$ cat src/rtl/debug_display_slave.sv
// Avalon-MM debug display slave: hex-encodes a 24-bit value onto six active-low
// seven-segment digits and drives an LED word. Optional digit blink: DEBUG_DISPLAY_BLINK_EN.
module debug_display_slave #(
  parameter int unsigned BLINK_DIV = 25000000,
  parameter logic [9:0]  LED_RESET = 10'h000
) (
  input  logic        clk,
  input  logic        reset,
  input  logic [1:0]  address,
  input  logic        read,
  input  logic        write,
  input  logic [31:0] writedata,
  output logic [31:0] readdata,
  output logic        readdatavalid,
  output logic [41:0] debug_seg_conduit,
  output logic [9:0]  debug_light_conduit
);

  typedef enum logic [1:0] {
    ADDR_VALUE  = 2'd0,
    ADDR_LEDS   = 2'd1,
    ADDR_CTRL   = 2'd2,
    ADDR_WCOUNT = 2'd3
  } reg_addr_e;

  logic [23:0] value_q, value_d;
  logic [9:0]  leds_q, leds_d;
  logic [5:0]  en_q, en_d;
  logic        lzb_q, lzb_d;
  logic [15:0] wcount_q, wcount_d;
  logic [31:0] rdata_q, rdata_d;
  logic        rvalid_q, rvalid_d;
  logic [41:0] seg_q, seg_d;
  logic [9:0]  light_q, light_d;

  logic [31:0] rd_mux;
  logic [5:0]  blink_mask;
  logic [5:0]  blink_off;
  logic [5:0]  lz_blank;
  logic        zero_run;
  logic        unused_wdata;

  // Out-of-range divider shows up as this named block in the elaborated hierarchy.
  if (BLINK_DIV < 2) begin : g_blink_div_too_small
  end

`ifdef DEBUG_DISPLAY_BLINK_EN
  logic [5:0]  blink_q, blink_d;
  logic [31:0] cnt_q, cnt_d;
  logic        phase_q, phase_d;

  always_comb begin
    cnt_d   = cnt_q + 32'd1;
    phase_d = phase_q;
    if (cnt_q == 32'(BLINK_DIV - 1)) begin
      cnt_d   = '0;
      phase_d = ~phase_q;
    end
  end

  always_ff @(posedge clk) begin
    if (reset) begin
      cnt_q   <= '0;
      phase_q <= 1'b0;
      blink_q <= '0;
    end else begin
      cnt_q   <= cnt_d;
      phase_q <= phase_d;
      blink_q <= blink_d;
    end
  end

  always_comb begin
    blink_d = blink_q;
    if (write && (address == ADDR_CTRL)) blink_d = writedata[13:8];
  end

  assign blink_mask = blink_q;
  assign blink_off  = blink_q & {6{phase_q}};
`else
  assign blink_mask = '0;
  assign blink_off  = '0;
`endif

  assign unused_wdata = ^writedata[31:24];

  always_comb begin
    rd_mux = '0;
    case (reg_addr_e'(address))
      ADDR_VALUE:  rd_mux = {8'h00, value_q};
      ADDR_LEDS:   rd_mux = {22'h0, leds_q};
      ADDR_CTRL:   rd_mux = {18'h0, blink_mask, 1'b0, lzb_q, en_q};
      ADDR_WCOUNT: rd_mux = {16'h0, wcount_q};
      default:     rd_mux = '0;
    endcase
  end

  // A write wins over a simultaneous read; the read is dropped with no valid pulse.
  always_comb begin
    value_d  = value_q;
    leds_d   = leds_q;
    en_d     = en_q;
    lzb_d    = lzb_q;
    wcount_d = wcount_q;
    rdata_d  = rdata_q;
    rvalid_d = 1'b0;
    if (write) begin
      case (reg_addr_e'(address))
        ADDR_VALUE: begin
          value_d  = writedata[23:0];
          wcount_d = wcount_q + 16'd1;
        end
        ADDR_LEDS:   leds_d = writedata[9:0];
        ADDR_CTRL: begin
          en_d  = writedata[5:0];
          lzb_d = writedata[6];
        end
        ADDR_WCOUNT: wcount_d = '0;
        default: ;
      endcase
    end else if (read) begin
      rvalid_d = 1'b1;
      rdata_d  = rd_mux;
    end
  end

  // Scan from HEX5 down to HEX1; HEX0 always shows its digit.
  always_comb begin
    zero_run = 1'b1;
    lz_blank = '0;
    for (int unsigned k = 0; k < 5; k++) begin
      if (value_q[4*(5-k) +: 4] != 4'h0) zero_run = 1'b0;
      lz_blank[5-k] = zero_run & lzb_q;
    end
  end

  function automatic logic [6:0] hex7(input logic [3:0] n);
    logic [6:0] s;
    case (n)
      4'h0: s = 7'h40;  4'h1: s = 7'h79;  4'h2: s = 7'h24;  4'h3: s = 7'h30;
      4'h4: s = 7'h19;  4'h5: s = 7'h12;  4'h6: s = 7'h02;  4'h7: s = 7'h78;
      4'h8: s = 7'h00;  4'h9: s = 7'h10;  4'hA: s = 7'h08;  4'hB: s = 7'h03;
      4'hC: s = 7'h46;  4'hD: s = 7'h21;  4'hE: s = 7'h06;  default: s = 7'h0E;
    endcase
    return s;
  endfunction

  always_comb begin
    seg_d   = '1;
    light_d = leds_q;
    for (int unsigned i = 0; i < 6; i++) begin
      if (!en_q[i] || lz_blank[i] || blink_off[i]) seg_d[41-7*i -: 7] = 7'h7F;
      else seg_d[41-7*i -: 7] = hex7(value_q[4*i +: 4]);
    end
  end

  always_ff @(posedge clk) begin
    if (reset) begin
      value_q  <= '0;
      leds_q   <= LED_RESET;
      en_q     <= 6'h3F;
      lzb_q    <= 1'b0;
      wcount_q <= '0;
      rdata_q  <= '0;
      rvalid_q <= 1'b0;
      seg_q    <= '1;
      light_q  <= '0;
    end else begin
      value_q  <= value_d;
      leds_q   <= leds_d;
      en_q     <= en_d;
      lzb_q    <= lzb_d;
      wcount_q <= wcount_d;
      rdata_q  <= rdata_d;
      rvalid_q <= rvalid_d;
      seg_q    <= seg_d;
      light_q  <= light_d;
    end
  end

  assign readdata            = rdata_q;
  assign readdatavalid       = rvalid_q;
  assign debug_seg_conduit   = seg_q;
  assign debug_light_conduit = light_q;

endmodule
$ cat config.mk
export PLATFORM = sky130hd
export DESIGN_NAME = debug_display_slave
export DESIGN_NICKNAME = d
export VERILOG_FILES = /design/src/rtl/debug_display_slave.sv
export SDC_FILE = /design/constraint.sdc
export NUM_CORES = 1
export LEC_CHECK = 0
export CAP_MARGIN = 20
export CORE_AREA = 2 2 111 113
export CTS_BUF_LIST = sky130_fd_sc_hd__clkbuf_4
export DETAILED_ROUTE_END_ITERATION = 8
export DIE_AREA = 0 0 113 115
export GPL_ROUTABILITY_DRIVEN = 1
export PLACE_DENSITY_LB_ADDON = 0.1
export SYNTH_ARGS = -nofsm -noshare
export SYNTH_HDL_FRONTEND = slang
export SYNTH_SLANG_ARGS = --single-unit
$ cat constraint.sdc
create_clock -name clk -period 2.7 [get_ports clk]
set_input_delay 0.54 -clock clk [delete_from_list [all_inputs] [get_ports clk]]
set_output_delay 0.54 -clock clk [all_outputs]
set_load 0.005 [all_outputs]
==> results.json <==
{
  "nNetsFinal": 881,
  "cts_resized": 0,
  "track_usage_pct": 23.3,
  "ir_drop_v": 0.000263,
  "syn-cell-area_um2": 6130,
  "r2r_start": "value_q[1]",
  "initial_utilization_pct": 51.9,
  "avgSynthCellArea_um2": 8.52,
  "final_cells": 967,
  "drv_slew": 0,
  "cp_data_arrival_time_ns": 2.61,
  "cts_tree": "done",
  "multi_input_area_um2": 3100,
  "cts_buffer_depth": 2,
  "fin_ws_ns": 0.588,
  "final.min_clock_period_ns": 2.11,
  "hold_viol": 0,
  "yosysSeqAreaShare_pct": 43.8,
  "numCtsBuffers": 17,
  "drt_first_iter_violations": 306,
  "yosysWarnings": 0,
  "fmax_ghz": 0.473,
  "cts_setup_buffers": 0,
  "slew_headroom_pct": 34.9,
  "critPathMaxStageDelay_ns": 0.51,
  "clkLatencyLatePin_ns": 0.56,
  "synth_cell_types": 51,
  "wl_per_cell_um": 15.0,
  "setup_violations": 0,
  "cp-end-kind": "flop",
  "violations": "DRC",
  "dieArea_um2": 13000,
  "crit_chain": "clkdlybuf4s50_1 -> inv_1 -> ha_1 -> nand3b_1 -> or2_1 -> or4_1 -> a21oi_1",
  "seqCellArea_um2": 2680,
  "h-tree-depth": 4,
  "ant_nets": 0,
  "drt-total-wl_um": 14600,
  "startpoint_type": "input port",
  "numPortBuffers": 106,
  "die_y_um": 115,
  "pin_count": 123,
  "rsz0062_at_grt": "false",
  "globalRouteOverflowTotal": 0,
  "finClkSkew_ns": 0.0178,
  "vias_per_cell": 5.49,
  "tightest_slew_ns": 0.977,
  "ys_ff_latch": 134,
  "synthSimpleGateAreaFrac_pct": 20.1,
  "status": "finished, violations left",
  "synth_ff_type": "dfxtp_1",
  "final_common_cell": "nand2_1",
  "synthMuxAreaShare_pct": 2.88,
  "die_w_um": 113,
  "grt_pass1_vias": 4906,
  "powerDensity_nw_per_um2": 538,
  "fillers": 1033,
  "drcViolationCount": 9,
  "final_cell_mix": "152 x nand2_1, 134 x dfxtp_1, 105 x clkdlybuf4s50_1",
  "dpl.hpwl_um": 10300,
  "cts-root-buf": "clkbuf_4",
  "critPathSlowestCell": "clkdlybuf4s50_1",
  "path_clk_slew_ns": 0.12,
  "required_ns": 3.19,
  "critPathLaunch": "address[1]",
  "synth_xor_area_share_pct": 1.43,
  "netlist_instances": 719,
  "fin_crit_sh_pct": 78.2,
  "gp_congestion": 0.834,
  "cts.sinks": 134,
  "num_rows": 40,
  "firstDrtPassIters": 7,
  "final_layout_size_suffix_gt1_share_pct": 6.35,
  "synth_top_family_by_area": "simple AND/OR/NAND/NOR gates",
  "cts_hold_buf": 0,
  "synth_edf_count": 0,
  "p_leak_nw": 2.75,
  "dp_cells": 934,
  "synth-compound-area-share_pct": 18.2,
  "cp_max_fo": 8,
  "grt_antenna_before_repair": 1,
  "num_vias": 5312,
  "async_reset_ff_share_pct": 0,
  "synth_adder_area_share_pct": 7.56,
  "crit_type": "in -> reg",
  "dp_slack_ns": 0.0148,
  "hp-start": "reset",
  "grt_first_pass_wirelength_um": 24000,
  "hold_path_class": "in -> reg",
  "area_delta_synth_final_pct": 23.6,
  "drv_cap": 0,
  "coreArea_um2": 11800,
  "grt_max_degree": 34,
  "finalSetupTns_ns": 0,
  "fin_util_pct": 64.1
}
registers in the layout (all words and copies together), names as in the netlist:
name,count
debug_seg_conduit,42
readdatavalid,1
lzb_q,1
en_q,6
readdata,24
wcount_q,16
leds_q,10
value_q,24
debug_light_conduit,10
path summary, 6_finish.rpt:
kind / end / slack, ns / cells past startpoint
worst max-delay path: wcount_q[15] / 0.59 / 7
worst min register to register: readdata[21] / 0.46 / 2
worst max register to register: debug_seg_conduit[38] / 0.73 / 5
worst min-delay path: debug_light_conduit[1] / 0.41 / 2
worst max-delay path, delay by kind of cell:
| family | cells | cell delay [ns] |
|---|---|---|
| compound gates | 1 | 0.15 |
| buf+inv | 2 | 0.60 |
| fa+ha+maj | 1 | 0.31 |
| simple gates | 3 | 1.00 |
metrics by stage:
stage | hold slack [ns] | total power [W] | area [µm²]
2_1_floorplan | 0.444 | 0.00241 | 6150
3_3_place_gp | 0.444 | 0.00266 | 7260
3_5_place_dp | 0.448 | 0.00267 | 7260
4_1_cts | 0.374 | 0.00411 | 7570
5_1_grt | 0.387 | 0.00426 | 7570
6_report | 0.407 | 0.00407 | 7570
power by group:
part           internal [W]  leakage (nW)  switching [W]
sequential          0.00207          1.10      0.0000626
clock              0.000735         0.164       0.000713
combinational      0.000262          1.49       0.000231
total               0.00307          2.75        0.00101
layout make-up:
type | count | area share (%)
Multi-Input combinational cell | 504 | 41.0
Sequential cell | 134 | 35.4
Timing Repair Buffer | 120 | 15.7
Tap cell | 147 | 2.43
Clock inverter | 13 | 2.13
Clock buffer | 19 | 1.88
Inverter | 29 | 1.44
Antenna cell | 1 | 0.0331
logic make-up (layout without fill, tap and decap cells):
group	after synthesis	in the layout
buffers and inverters	88	181
AOI/OAI and AO/OA	167	167
adders and majority gates	37	37
DFF	134	134
xor gates and xnor gates	10	10
other	1	9
and+or+nand+nor	267	267
muxes	15	15
per-layer routing:
metal  up-vias  routed length [µm]  global-route usage (%)
met5         -                   0                       0
met4         0                 269                    8.54
met3        21                 879                    6.27
met2       147                6760                    37.1
met1      2491                6650                    30.6
li1       2653                   -                       -
cells in the mapped netlist, drive strengths merged (7+ instances only):
| master | number | area [µm²] |
|---|---|---|
| dfxtp | 134 | 2680 |
| a21o | 8 | 60.1 |
| o21ai | 22 | 110 |
| a21oi | 59 | 295 |
| o311ai | 18 | 158 |
| nor2 | 30 | 113 |
| and3 | 13 | 82.6 |
| clkbuf | 47 | 176 |
| a222oi | 7 | 70.1 |
| o211ai | 30 | 225 |
| inv | 28 | 105 |
| nand2b | 12 | 75.1 |
| nor2b | 14 | 87.6 |
| mux2i | 12 | 120 |
| buf | 12 | 83.8 |
| a211o | 8 | 70.1 |
| nand2 | 152 | 571 |
| ha | 37 | 463 |
| nand3 | 19 | 95.1 |
No activity file was read; power rests on OpenSTA's default activity.
